## src/rtl/debounce_pkg.sv

```systemverilog
// Shared types and constants for the multi-channel push-button conditioner.
package debounce_pkg;

  // Per-channel press-tracking state.
  typedef enum logic [1:0] {
    RELEASED = 2'd0,
    PRESSED  = 2'd1,
    HELD     = 2'd2
  } state_t;

  // Legal window for the debounce sample depth.
  localparam int DEPTH_MIN = 2;
  localparam int DEPTH_MAX = 16;

  // Bits needed for a counter that must be able to hold max_val (never less than 1).
  function automatic int cnt_width(input int max_val);
    int w;
    w = $clog2(max_val + 1);
    if (w < 1) w = 1;
    return w;
  endfunction

endpackage

```

## src/rtl/debounce_channel.sv

```systemverilog
// One button channel: sample shift register, debounced level, press/release
// edge pulses, long-press detection and optional auto-repeat.
module debounce_channel
  import debounce_pkg::*;
#(
  parameter int DEPTH        = 4,
  parameter int HOLD_TICKS   = 100,
  parameter int REPEAT_TICKS = 20
) (
  input  logic clk,
  input  logic rst_n,
  input  logic slow_clk,
  input  logic button,
  input  logic repeat_en,
  output logic level,
  output logic press_pulse,
  output logic release_pulse,
  output logic long_pulse
);

  localparam int HOLD_W = cnt_width(HOLD_TICKS);
  localparam int REP_W  = cnt_width(REPEAT_TICKS);

  // Counter value on the tick just before the threshold is reached.
  localparam logic [HOLD_W-1:0] HOLD_LAST = HOLD_W'(HOLD_TICKS - 1);
  localparam logic [HOLD_W-1:0] HOLD_MAX  = HOLD_W'(HOLD_TICKS);
  localparam logic [REP_W-1:0]  REP_LAST  = REP_W'(REPEAT_TICKS - 1);

  logic [DEPTH-1:0]  shreg;
  logic [DEPTH-1:0]  shreg_nxt;
  logic              all_ones;
  logic              all_zeros;
  state_t            state;
  logic [HOLD_W-1:0] hold_cnt;
  logic [REP_W-1:0]  rep_cnt;

  // The level decision looks at the shift register as it will be after this tick.
  assign shreg_nxt = {shreg[DEPTH-2:0], button};
  assign all_ones  = &shreg_nxt;
  assign all_zeros = ~|shreg_nxt;

  // Sampling, debounced level, FSM and counters; every output is registered.
  always_ff @(posedge clk) begin
    if (!rst_n) begin
      shreg         <= '0;
      level         <= 1'b0;
      press_pulse   <= 1'b0;
      release_pulse <= 1'b0;
      long_pulse    <= 1'b0;
      state         <= RELEASED;
      hold_cnt      <= '0;
      rep_cnt       <= '0;
    end else begin
      // Pulses default low so each lasts one clk even with slow_clk held high.
      press_pulse   <= 1'b0;
      release_pulse <= 1'b0;
      long_pulse    <= 1'b0;
      if (slow_clk) begin
        shreg <= shreg_nxt;
        if (all_zeros && level) begin
          // Release wins from any state and clears both counters.
          level         <= 1'b0;
          release_pulse <= 1'b1;
          state         <= RELEASED;
          hold_cnt      <= '0;
          rep_cnt       <= '0;
        end else if (all_ones && !level) begin
          level       <= 1'b1;
          press_pulse <= 1'b1;
          state       <= PRESSED;
          hold_cnt    <= '0;
          rep_cnt     <= '0;
        end else begin
          case (state)
            PRESSED: begin
              if (hold_cnt == HOLD_LAST) begin
                // Counter parks at the threshold; HELD takes over from here.
                hold_cnt   <= HOLD_MAX;
                long_pulse <= 1'b1;
                state      <= HELD;
                rep_cnt    <= '0;
              end else begin
                hold_cnt <= hold_cnt + 1'b1;
              end
            end
            HELD: begin
              // Repeat timing keeps running when disabled; only the pulse is gated.
              if (rep_cnt == REP_LAST) begin
                rep_cnt     <= '0;
                press_pulse <= repeat_en;
              end else begin
                rep_cnt <= rep_cnt + 1'b1;
              end
            end
            default: ;
          endcase
        end
      end
    end
  end

endmodule

```

## src/rtl/debounce_multi.sv

```systemverilog
// N-channel push-button conditioner: parameter checks plus one
// debounce_channel per button, all sharing the clock and sample tick.
module debounce_multi
  import debounce_pkg::*;
#(
  parameter int N_CH         = 4,
  parameter int DEPTH        = 4,
  parameter int HOLD_TICKS   = 100,
  parameter int REPEAT_TICKS = 20
) (
  input  logic            clk,
  input  logic            rst_n,
  input  logic            slow_clk,
  input  logic [N_CH-1:0] button,
  input  logic [N_CH-1:0] repeat_en,
  output logic [N_CH-1:0] level_out,
  output logic [N_CH-1:0] press_pulse,
  output logic [N_CH-1:0] release_pulse,
  output logic [N_CH-1:0] long_pulse
);

  // Reject illegal configurations at elaboration.
  if (DEPTH < DEPTH_MIN || DEPTH > DEPTH_MAX) begin : g_bad_depth
    $error("debounce_multi: DEPTH out of range 2..16");
  end
  if (HOLD_TICKS < 1) begin : g_bad_hold
    $error("debounce_multi: HOLD_TICKS must be at least 1");
  end
  if (REPEAT_TICKS < 1) begin : g_bad_repeat
    $error("debounce_multi: REPEAT_TICKS must be at least 1");
  end
  if (N_CH < 1) begin : g_bad_nch
    $error("debounce_multi: N_CH must be at least 1");
  end

  // Fully independent channels.
  for (genvar i = 0; i < N_CH; i++) begin : g_ch
    debounce_channel #(
      .DEPTH        (DEPTH),
      .HOLD_TICKS   (HOLD_TICKS),
      .REPEAT_TICKS (REPEAT_TICKS)
    ) u_ch (
      .clk           (clk),
      .rst_n         (rst_n),
      .slow_clk      (slow_clk),
      .button        (button[i]),
      .repeat_en     (repeat_en[i]),
      .level         (level_out[i]),
      .press_pulse   (press_pulse[i]),
      .release_pulse (release_pulse[i]),
      .long_pulse    (long_pulse[i])
    );
  end

endmodule

```

## config.mk

```make
export PLATFORM = sky130hd
export DESIGN_NAME = debounce_multi
export DESIGN_NICKNAME = d
export VERILOG_FILES = /design/src/rtl/debounce_pkg.sv /design/src/rtl/debounce_channel.sv /design/src/rtl/debounce_multi.sv
export SDC_FILE = /design/constraint.sdc
export NUM_CORES = 1
export LEC_CHECK = 0
export CAP_MARGIN = 20
export CORE_ASPECT_RATIO = 0.8
export CORE_MARGIN = 1
export CORE_UTILIZATION = 30
export DETAILED_ROUTE_END_ITERATION = 12
export GPL_ROUTABILITY_DRIVEN = 0
export HOLD_SLACK_MARGIN = 0.1
export PLACE_DENSITY_LB_ADDON = 0.05
export SLEW_MARGIN = 20
export SYNTH_ARGS = -nofsm -noshare
export SYNTH_HDL_FRONTEND = slang
export SYNTH_HIERARCHICAL = 1
export SYNTH_SLANG_ARGS = --single-unit
```

## constraint.sdc

```tcl
create_clock -name clk -period 4.8 [get_ports clk]
set_input_delay 0.96 -clock clk [delete_from_list [all_inputs] [get_ports clk]]
set_output_delay 0.96 -clock clk [all_outputs]
set_load 0.01 [all_outputs]
```

## Word level (Yosys, flattened, before mapping)

Index checks and enable logic that the tools add are counted.

- Add/sub/neg operators: 8
- Multipliers: 0
- Div/mod/pow operators: 0
- $lt $le $gt $ge: 0
- Equality and inequality tests: 20
- Shift-type cells: 0
- Multiplexer cells: 80
- Bitwise logic cells: 6
- Reductions and logical operators: 65

Operators with widths:

| operator | number |
|---|---|
| $mux 7 | 16 |
| $mux 5 | 16 |
| $pmux 5 s2 | 4 |
| $mux 2 | 16 |
| $add 7x1->7 const B | 4 |
| $eq 7x7->1 const B | 4 |
| $mux 1 | 28 |
| $reduce_and 3->1 | 8 |
| $reduce_bool 3->1 | 8 |
| $add 5x1->5 const B | 4 |
| $eq 5x5->1 const B | 4 |
| $reduce_or 5->1 | 4 |
| $reduce_and 2->1 | 9 |
| $ne 4x1->1 const B | 4 |
| $reduce_and 4->1 | 4 |
| $reduce_bool 4->1 | 4 |
| $reduce_or 4->1 | 4 |
| $reduce_or 3->1 | 4 |
| $eq 2x1->1 const B | 4 |
| $eq 2x2->1 const B | 4 |
| $logic_and 1x1->1 | 8 |
| $logic_not 1->1 | 8 |
| $reduce_bool 2->1 | 4 |
| $not 1->1 | 6 |

- Flip-flop bits (word level): 84
- Latch bits: 0
- Memory bits (writable): 0
- Bits in read-only memories: 0
- Bits of input ports: 11
- Output and inout bits: 16
- Memories kept: 0

## Logic depth before layout (Yosys ltp)

Gate-level depths: netlist (run 1).

- Depth in word-level cells: 5
- Depth in mapped cells: 7

## Modules after synthesis

The synthesis (run 1) kept the hierarchy.

Modules (own cells, without submodules):

| module | times used | cells each | area each (um2) | seq. area each (um2) |
|---|---|---|---|---|
| debounce_channel at g_ch[2].u_ch ... | 2 | 130 | 1098.6 | 420.4 |
| debounce_channel at g_ch[0].u_ch | 1 | 125 | 1088.5 | 420.4 |
| debounce_channel at g_ch[1].u_ch | 1 | 130 | 1086.0 | 420.4 |

## Worst setup path after synthesis (run 1)

No wires, ideal clock.

- Kind: input to register
- From: input port button[2]
- To: register g_ch[2].u_ch.hold_cnt[1]
- Library setup time: 0.076 ns
- Data arrival time: 2.290 ns
- Slack: 2.435 ns
- Cell stages on the path: 6
- Cell sequence: nor4_1 -> and2_1 -> buf_4 -> o31ai_1 -> or4_1 -> a21boi_0

- Longest elaborated chain between the ends: 5
- Elaborated cells between the ends (all ways): 9
- Those cells by class: 2 x mux; 7 x reduce/logical

Ends and longest elaborated chain:

| what | line | RTL |
|---|---|---|
| start: declaration | debounce_multi.sv:14 | `input logic [N_CH-1:0] button,` |
| $reduce_or 4->1 | debounce_channel.sv:40 | `assign all_zeros = ~\|shreg_nxt;` |
| $logic_not 1->1 | debounce_channel.sv:40 |  |
| $logic_and 1x1->1 | debounce_channel.sv:60 | `if (all_zeros && level) begin` |
| $reduce_bool 3->1 (no source line) | -- |  |
| $reduce_and 2->1 (no source line) | -- |  |
| end signal: assignment | debounce_channel.sv:83 | `hold_cnt <= hold_cnt + 1'b1;` |
| end: declaration | debounce_channel.sv:34 | `logic [HOLD_W-1:0] hold_cnt;` |

Parallel ways exist; a longest one is shown, timed or not.
A chain may end at the register's enable or synchronous reset.

## Final worst setup path (run 1)

Same ends and word-level chain as after synthesis.

==> results of run 1 <==
sequential cells by signal, indices dropped and copies added (netlist names):
register                 flops
g_ch.u_ch/shreg             12
g_ch.u_ch/state              8
g_ch.u_ch/level              4
g_ch.u_ch/long_pulse         4
g_ch.u_ch/release_pulse      4
g_ch.u_ch/press_pulse        4
g_ch.u_ch/rep_cnt           20
g_ch.u_ch/hold_cnt          28
Yosys cell counts, drive strengths merged (3+ instances only):
library cell	n
nand2b	5
nor2b	12
or3	14
nor2	35
o22ai	9
nor4	4
a21oi	24
nand4	20
nand3b	9
and2	4
a31oi	6
and3	10
nor3	15
mux2i	12
or2	3
o31ai	9
a211oi	5
clkbuf	7
o21ai	41
nand4b	4
and4	3
a21boi	18
or4	4
nand2	46
ha	16
xor2	4
dfxtp	84
buf	9
inv	30
nand3	26
nor4b	4
cell type report:
type,count,area share
sequential,84,0.3316
multi-input combinational,385,0.4907
clock inverter,5,0.01036
clock buffer,11,0.04589
inverter,30,0.02221
timing repair buffer,29,0.05379
tap,184,0.04540
worst max-delay path, cell delays in order:
cell             delay (ns)
clkdlybuf4s50_1        0.44
nor4_1                 0.33
and2_1                 0.38
o31ai_1                0.24
or4_1                  0.54
a21boi_0               0.16
metal layers:
metal	wire length, um	track usage
met4	164	0.05495
met2	4342	0.2136
met1	5389	0.2106
met5	0	0
met3	493	0.04344
power groups by stage:
stage	sequential (mW)	combinational [mW]	clock, mW
floorplan	0.719	0.0328	0
global placement	0.720	0.0552	0
detailed placement	0.720	0.0556	0
CTS	0.704	0.0555	0.716
global route	0.704	0.0603	0.744
finish	0.704	0.0546	0.686
per-stage QoR:
stage,utilization,instances,total power [mW]
6_report,0.3559,728,1.445
5_1_grt,0.3559,728,1.509
4_1_cts,0.3559,728,1.475
3_5_place_dp,0.3359,712,0.7754
3_3_place_gp,0.3359,712,0.7750
2_1_floorplan,-,515,0.7519
kinds of logic after synthesis:
group | count (synthesis) | share of synthesized area
compound gates | 129 | 0.1989
xor+xnor | 4 | 0.008013
fa+ha+maj | 16 | 0.04579
buf+inv | 46 | 0.04608
flops | 84 | 0.3847
mux | 12 | 0.02748
simple gates | 224 | 0.2891
worst max path at each step:
stage,start,end,slack (ns),cells after the start
2_1_floorplan,button[2],g_ch[2].u_ch/hold_cnt[1],2.43,6
3_3_place_gp,button[2],g_ch[2].u_ch/hold_cnt[1],1.69,6
3_5_place_dp,button[2],g_ch[2].u_ch/hold_cnt[1],1.63,6
4_1_cts,button[2],g_ch[2].u_ch/hold_cnt[1],2.00,6
5_1_grt,button[2],g_ch[2].u_ch/hold_cnt[1],1.70,6
6_report,button[2],g_ch[2].u_ch/hold_cnt[1],2.01,6
==> impl_metrics.toml, run 1 <==
[finish]
fill_cells = 1508
num_antenna_cells = 0
layout_commonest_cell = "dfxtp_1"
drive_gt1_frac = 0.07904
stdcell_area_sq_um = 5071
layout_common_cells = "dfxtp_1 (84), nand2_1 (46), o21ai_0 (39), nor2_1 (31), inv_1 (30)"
seq_area_sq_um = 1682
multi_input_area_sq_um = 2489
fin_nets = 566
syn2layout_area_growth_pct = 16.00

[pwr]
clkPwrFrac = 0.475
irDropWorstVdd_uv = 171.7
p_comb_frac = 0.038
p_leak_nw = 1.727
p_int_mw = 1.122
power_density_nw_per_um2 = 284.9
power.switching_uw = 322.8
sw_frac_of_total = 0.2234
pwr-share-seq = 0.487

[clocking]
cts_setup_buffers = 0
cts.clk_slew.worst_paths_ns = 0.06
cts-resized-gates = 0
cts_sinks = 84
hold_buffers = 0
cts_buffers = 9
cts-root-buf = "clkbuf_16"
insertion_delay_ns = 0.35
cts-htree-levels = 3
cts_tree = "built"
clockBufferDepth = 2

[place]
postPlaceCellArea_sq_um = 4786
dpl.hpwl_mm = 7.173
pre_cts_ws_ns = 1.628
port_buffers = 26

[detailed_routing]
via_per_inst = 5.146
vias = 3746
ant_nets = 0
firstDrtPassIters = 4
drtIter0Drc = 291
routed_wl_mm = 10.39
wire_per_inst_um = 14.27
drc_errors = 0

[logic_synthesis]
ys_seq_area_frac = 0.3847
synth_top_cell_area_share = 0.3847
yosys.area.top_type = "dfxtp_1"
ys_types = 58
synthArstFlopShare = 0
syn_area_sq_um = 4372
synth_edf_count = 0
synthTopCellsByArea = "dfxtp_1 (38%), ha_1 (4.6%), o21ai_0 (4.5%)"
syn_inst = 515
ys_warn_count = 6
syn_avg_cell_area_sq_um = 8.489
synthFlopType = "dfxtp_1"
ys_seq_elements = 84
syn-num-nets = 542

[global_route]
grt_pass1_wl_mm = 17.48
grt_antenna_before_repair = 0
grt_pass1_vias = 3485
grt_use_total = 0.1494
grt-ovfl-total = 0
grt_max_degree = 37

[setup_path]
end_kind = "flip-flop"
reg2reg_slack_ns = 2.65
worstReg2RegStart = "g_ch[2].u_ch/hold_cnt[2]"
r2r-end = "g_ch[2].u_ch/state[0]"
arrival_ns = 3.06
r2r_cells = 5
critPathKind = "input port to flip-flop"
worstSetupStartpointType = "input port"
path_max_fanout = 9
worstPathRequired_ns = 5.08

[die]
dieArea_sq_um = 15060
die_x_um = 137.0
placementRows = 39
boundaryPins = 27
core_area_sq_um = 14250
die_y_um = 110.0
start_util = 0.3068

[sta]
fmax_ghz = 0.3587
tightest_slew_ns = 0.7379
grt_setup_unrepaired = "false"
setup_tns_ns = 0
finClkSkew_ns = 0.003838
max_slew_margin = 0.5039
finalSetupViolations = 0
timing.hold.ws_ns = 0.4741
timing.final.ws_setup_ns = 2.012
period_share = 0.5809
hold_violations = 0
drv_slew = 0
period_needed_ns = 2.788

[min_path]
hold_start = "g_ch[1].u_ch/rep_cnt[1]"
whs_endpoint = "g_ch[1].u_ch/rep_cnt[1]"
min_delay_path_depth = 2
min_path_type = "flip-flop to flip-flop"

[run_status]
status = "completed"

[run]
maxCapViolations = 0
Power figures use the tool's default switching activity.
==> run 2, diff against run 1 <==
clock period = 2.45 ns   (was 4.8 ns; I/O delays follow)
==> run 2 against run 1 <==
  * Sequential power increased by 96%
  * Global-route usage increased by 0.27 points
  * Combinational power increased by 120%
  * Wire length increased by 1.7%
  * Largest power group unchanged
  * Flip-flop and latch count unchanged
  * Via count increased by 1.4%
  * Clock power increased by 100%
==> impl_metrics.toml, run 2 (synthesis results as in run 1) <==
[die]
dieArea_sq_um = 15060
start_util = 0.3068
boundaryPins = 27
placementRows = 39
core_area_sq_um = 14250
die_y_um = 110.0
die_x_um = 137.0

[detailed_routing]
drtIter0Drc = 189
drc_errors = 0
wire_per_inst_um = 14.15
vias = 3799
routed_wl_mm = 10.57
firstDrtPassIters = 4
ant_nets = 0
via_per_inst = 5.086

[finish]
layout_common_cells = "dfxtp_1 (84), nand2_1 (46), o21ai_0 (39), nor2_1 (31), inv_1 (30)"
fin_cells = 747
largest_reg_flops = 28
layout_commonest_cell = "dfxtp_1"
drive_gt1_frac = 0.1119
top_register = "g_ch.u_ch/hold_cnt"
num_antenna_cells = 0
top_regs = "g_ch.u_ch/hold_cnt x28, g_ch.u_ch/rep_cnt x20, g_ch.u_ch/shreg x12"
syn2layout_area_growth_pct = 19.75
stdcell_area_sq_um = 5235
fin_nets = 587

[sta]
setup_tns_ns = 0
tightest_slew_ns = 0.5316
max_slew_margin = 0.6426
grt_setup_unrepaired = "false"
timing.final.ws_setup_ns = 0.3457
fmax_ghz = 0.4752
finalSetupViolations = 0
finClkSkew_ns = 0.009067
hold_violations = 0
period_needed_ns = 2.104
period_share = 0.8589
drv_slew = 0

[setup_path]
path_delay_family = "simple AND/OR/NAND/NOR gates"
reg2reg_slack_ns = 0.47
crit_path_cell_trace = "clkdlybuf4s50_1 -> nor4_1 -> and2_1 -> o31ai_2 -> or4_1 -> a21boi_1"
critPathKind = "input port to flip-flop"
worstSetupStartpointType = "input port"
end_kind = "flip-flop"
crit_buf_inv = 1
crit_slowest_cell = "or4_1"
path_max_fanout = 4
arrival_ns = 2.37
cpPeakStageDelay_ns = 0.49
worstPathRequired_ns = 2.72

[clocking]
cts_sinks = 84
cts-htree-levels = 3
hold_buffers = 0
insertion_delay_ns = 0.34
cts-root-buf = "clkbuf_16"
cts.clk_slew.worst_paths_ns = 0.06
clockBufferDepth = 2
cts_tree = "built"
cts-resized-gates = 0
cts_setup_buffers = 0
cts_buffers = 9

[pwr]
clkPwrFrac = 0.478
pwr-share-seq = 0.481
power.switching_uw = 615.9
power_density_nw_per_um2 = 548.4
p_comb_frac = 0.042
p_int_mw = 2.255
irDropWorstVdd_uv = 336.5
sw_frac_of_total = 0.2145
p_leak_nw = 1.835

[place]
port_buffers = 26
dpl.hpwl_mm = 7.591
pre_cts_ws_ns = -0.02856
placedCellCount = 733
postPlaceCellArea_sq_um = 4943

[global_route]
grt_antenna_before_repair = 0
grt_pass1_vias = 3574
grt_pass1_wl_mm = 17.77
grt-ovfl-total = 0
grt_max_degree = 19
grt_use_total = 0.1521

[run_status]
status = "completed"

[run]
maxCapViolations = 0

[min_path]
min_path_type = "flip-flop to flip-flop"
run 2: cell count changes in the layout (fill, tap and decap cells not counted), sizes merged:
cell / previous run / this run
clkbuf: 11 / 12
clkinvlp: 1 / 0
buf: 5 / 26
clkinv: 3 / 1
run 2: worst min-delay path: cells and delay by family, from the launching register on:
family	cells	cell delay [ns]
flip-flops	1	0.32
AND/OR/NAND/NOR	1	0.06
AO/OA/AOI/OAI	1	0.05
run 2: layout make-up:
class	count	area, sq um
Clock inverter	2	35.03
Timing Repair Buffer	50	430.4
Clock buffer	12	256.5
Multi-Input combinational cell	385	2489
Fill cell	1490	9014
Inverter	30	112.6
Tap cell	184	230.2
Sequential cell	84	1682
run 2: stage by stage:
step                hold slack (ns)  utilization  total power, mW
finish                       0.4787       0.3674            2.871
floorplan                    0.4488            -            1.473
CTS                          0.4795       0.3674            2.935
global route                 0.4892       0.3674            2.997
detailed placement           0.4707       0.3469            1.531
global placement             0.4655       0.3469            1.532
run 2: power groups by stage:
stage | clock (mW) | combinational [mW] | sequential, mW
2_1_floorplan | 0 | 0.0643 | 1.41
3_3_place_gp | 0 | 0.121 | 1.41
3_5_place_dp | 0 | 0.121 | 1.41
4_1_cts | 1.43 | 0.121 | 1.38
5_1_grt | 1.49 | 0.132 | 1.38
6_report | 1.37 | 0.119 | 1.38
run 2: per-layer routing:
metal | vias to the layer above | share of wire | wire, um | track usage
li1 | 1973 | - | - | -
met1 | 1769 | 0.52 | 5468 | 0.2060
met2 | 49 | 0.44 | 4599 | 0.2356
met3 | 8 | 0.036 | 376 | 0.03978
met4 | 0 | 0.012 | 124 | 0.04710
met5 | - | 0 | 0 | 0
run 2: final timing paths:
check	from	end	cells after the start
max	button[3]	g_ch[3].u_ch/rep_cnt[3]	6
min	g_ch[1].u_ch/rep_cnt[1]	g_ch[1].u_ch/rep_cnt[1]	2
max reg2reg	g_ch[3].u_ch/state[0]	g_ch[3].u_ch/rep_cnt[3]	7
min reg2reg	g_ch[1].u_ch/rep_cnt[1]	g_ch[1].u_ch/rep_cnt[1]	2
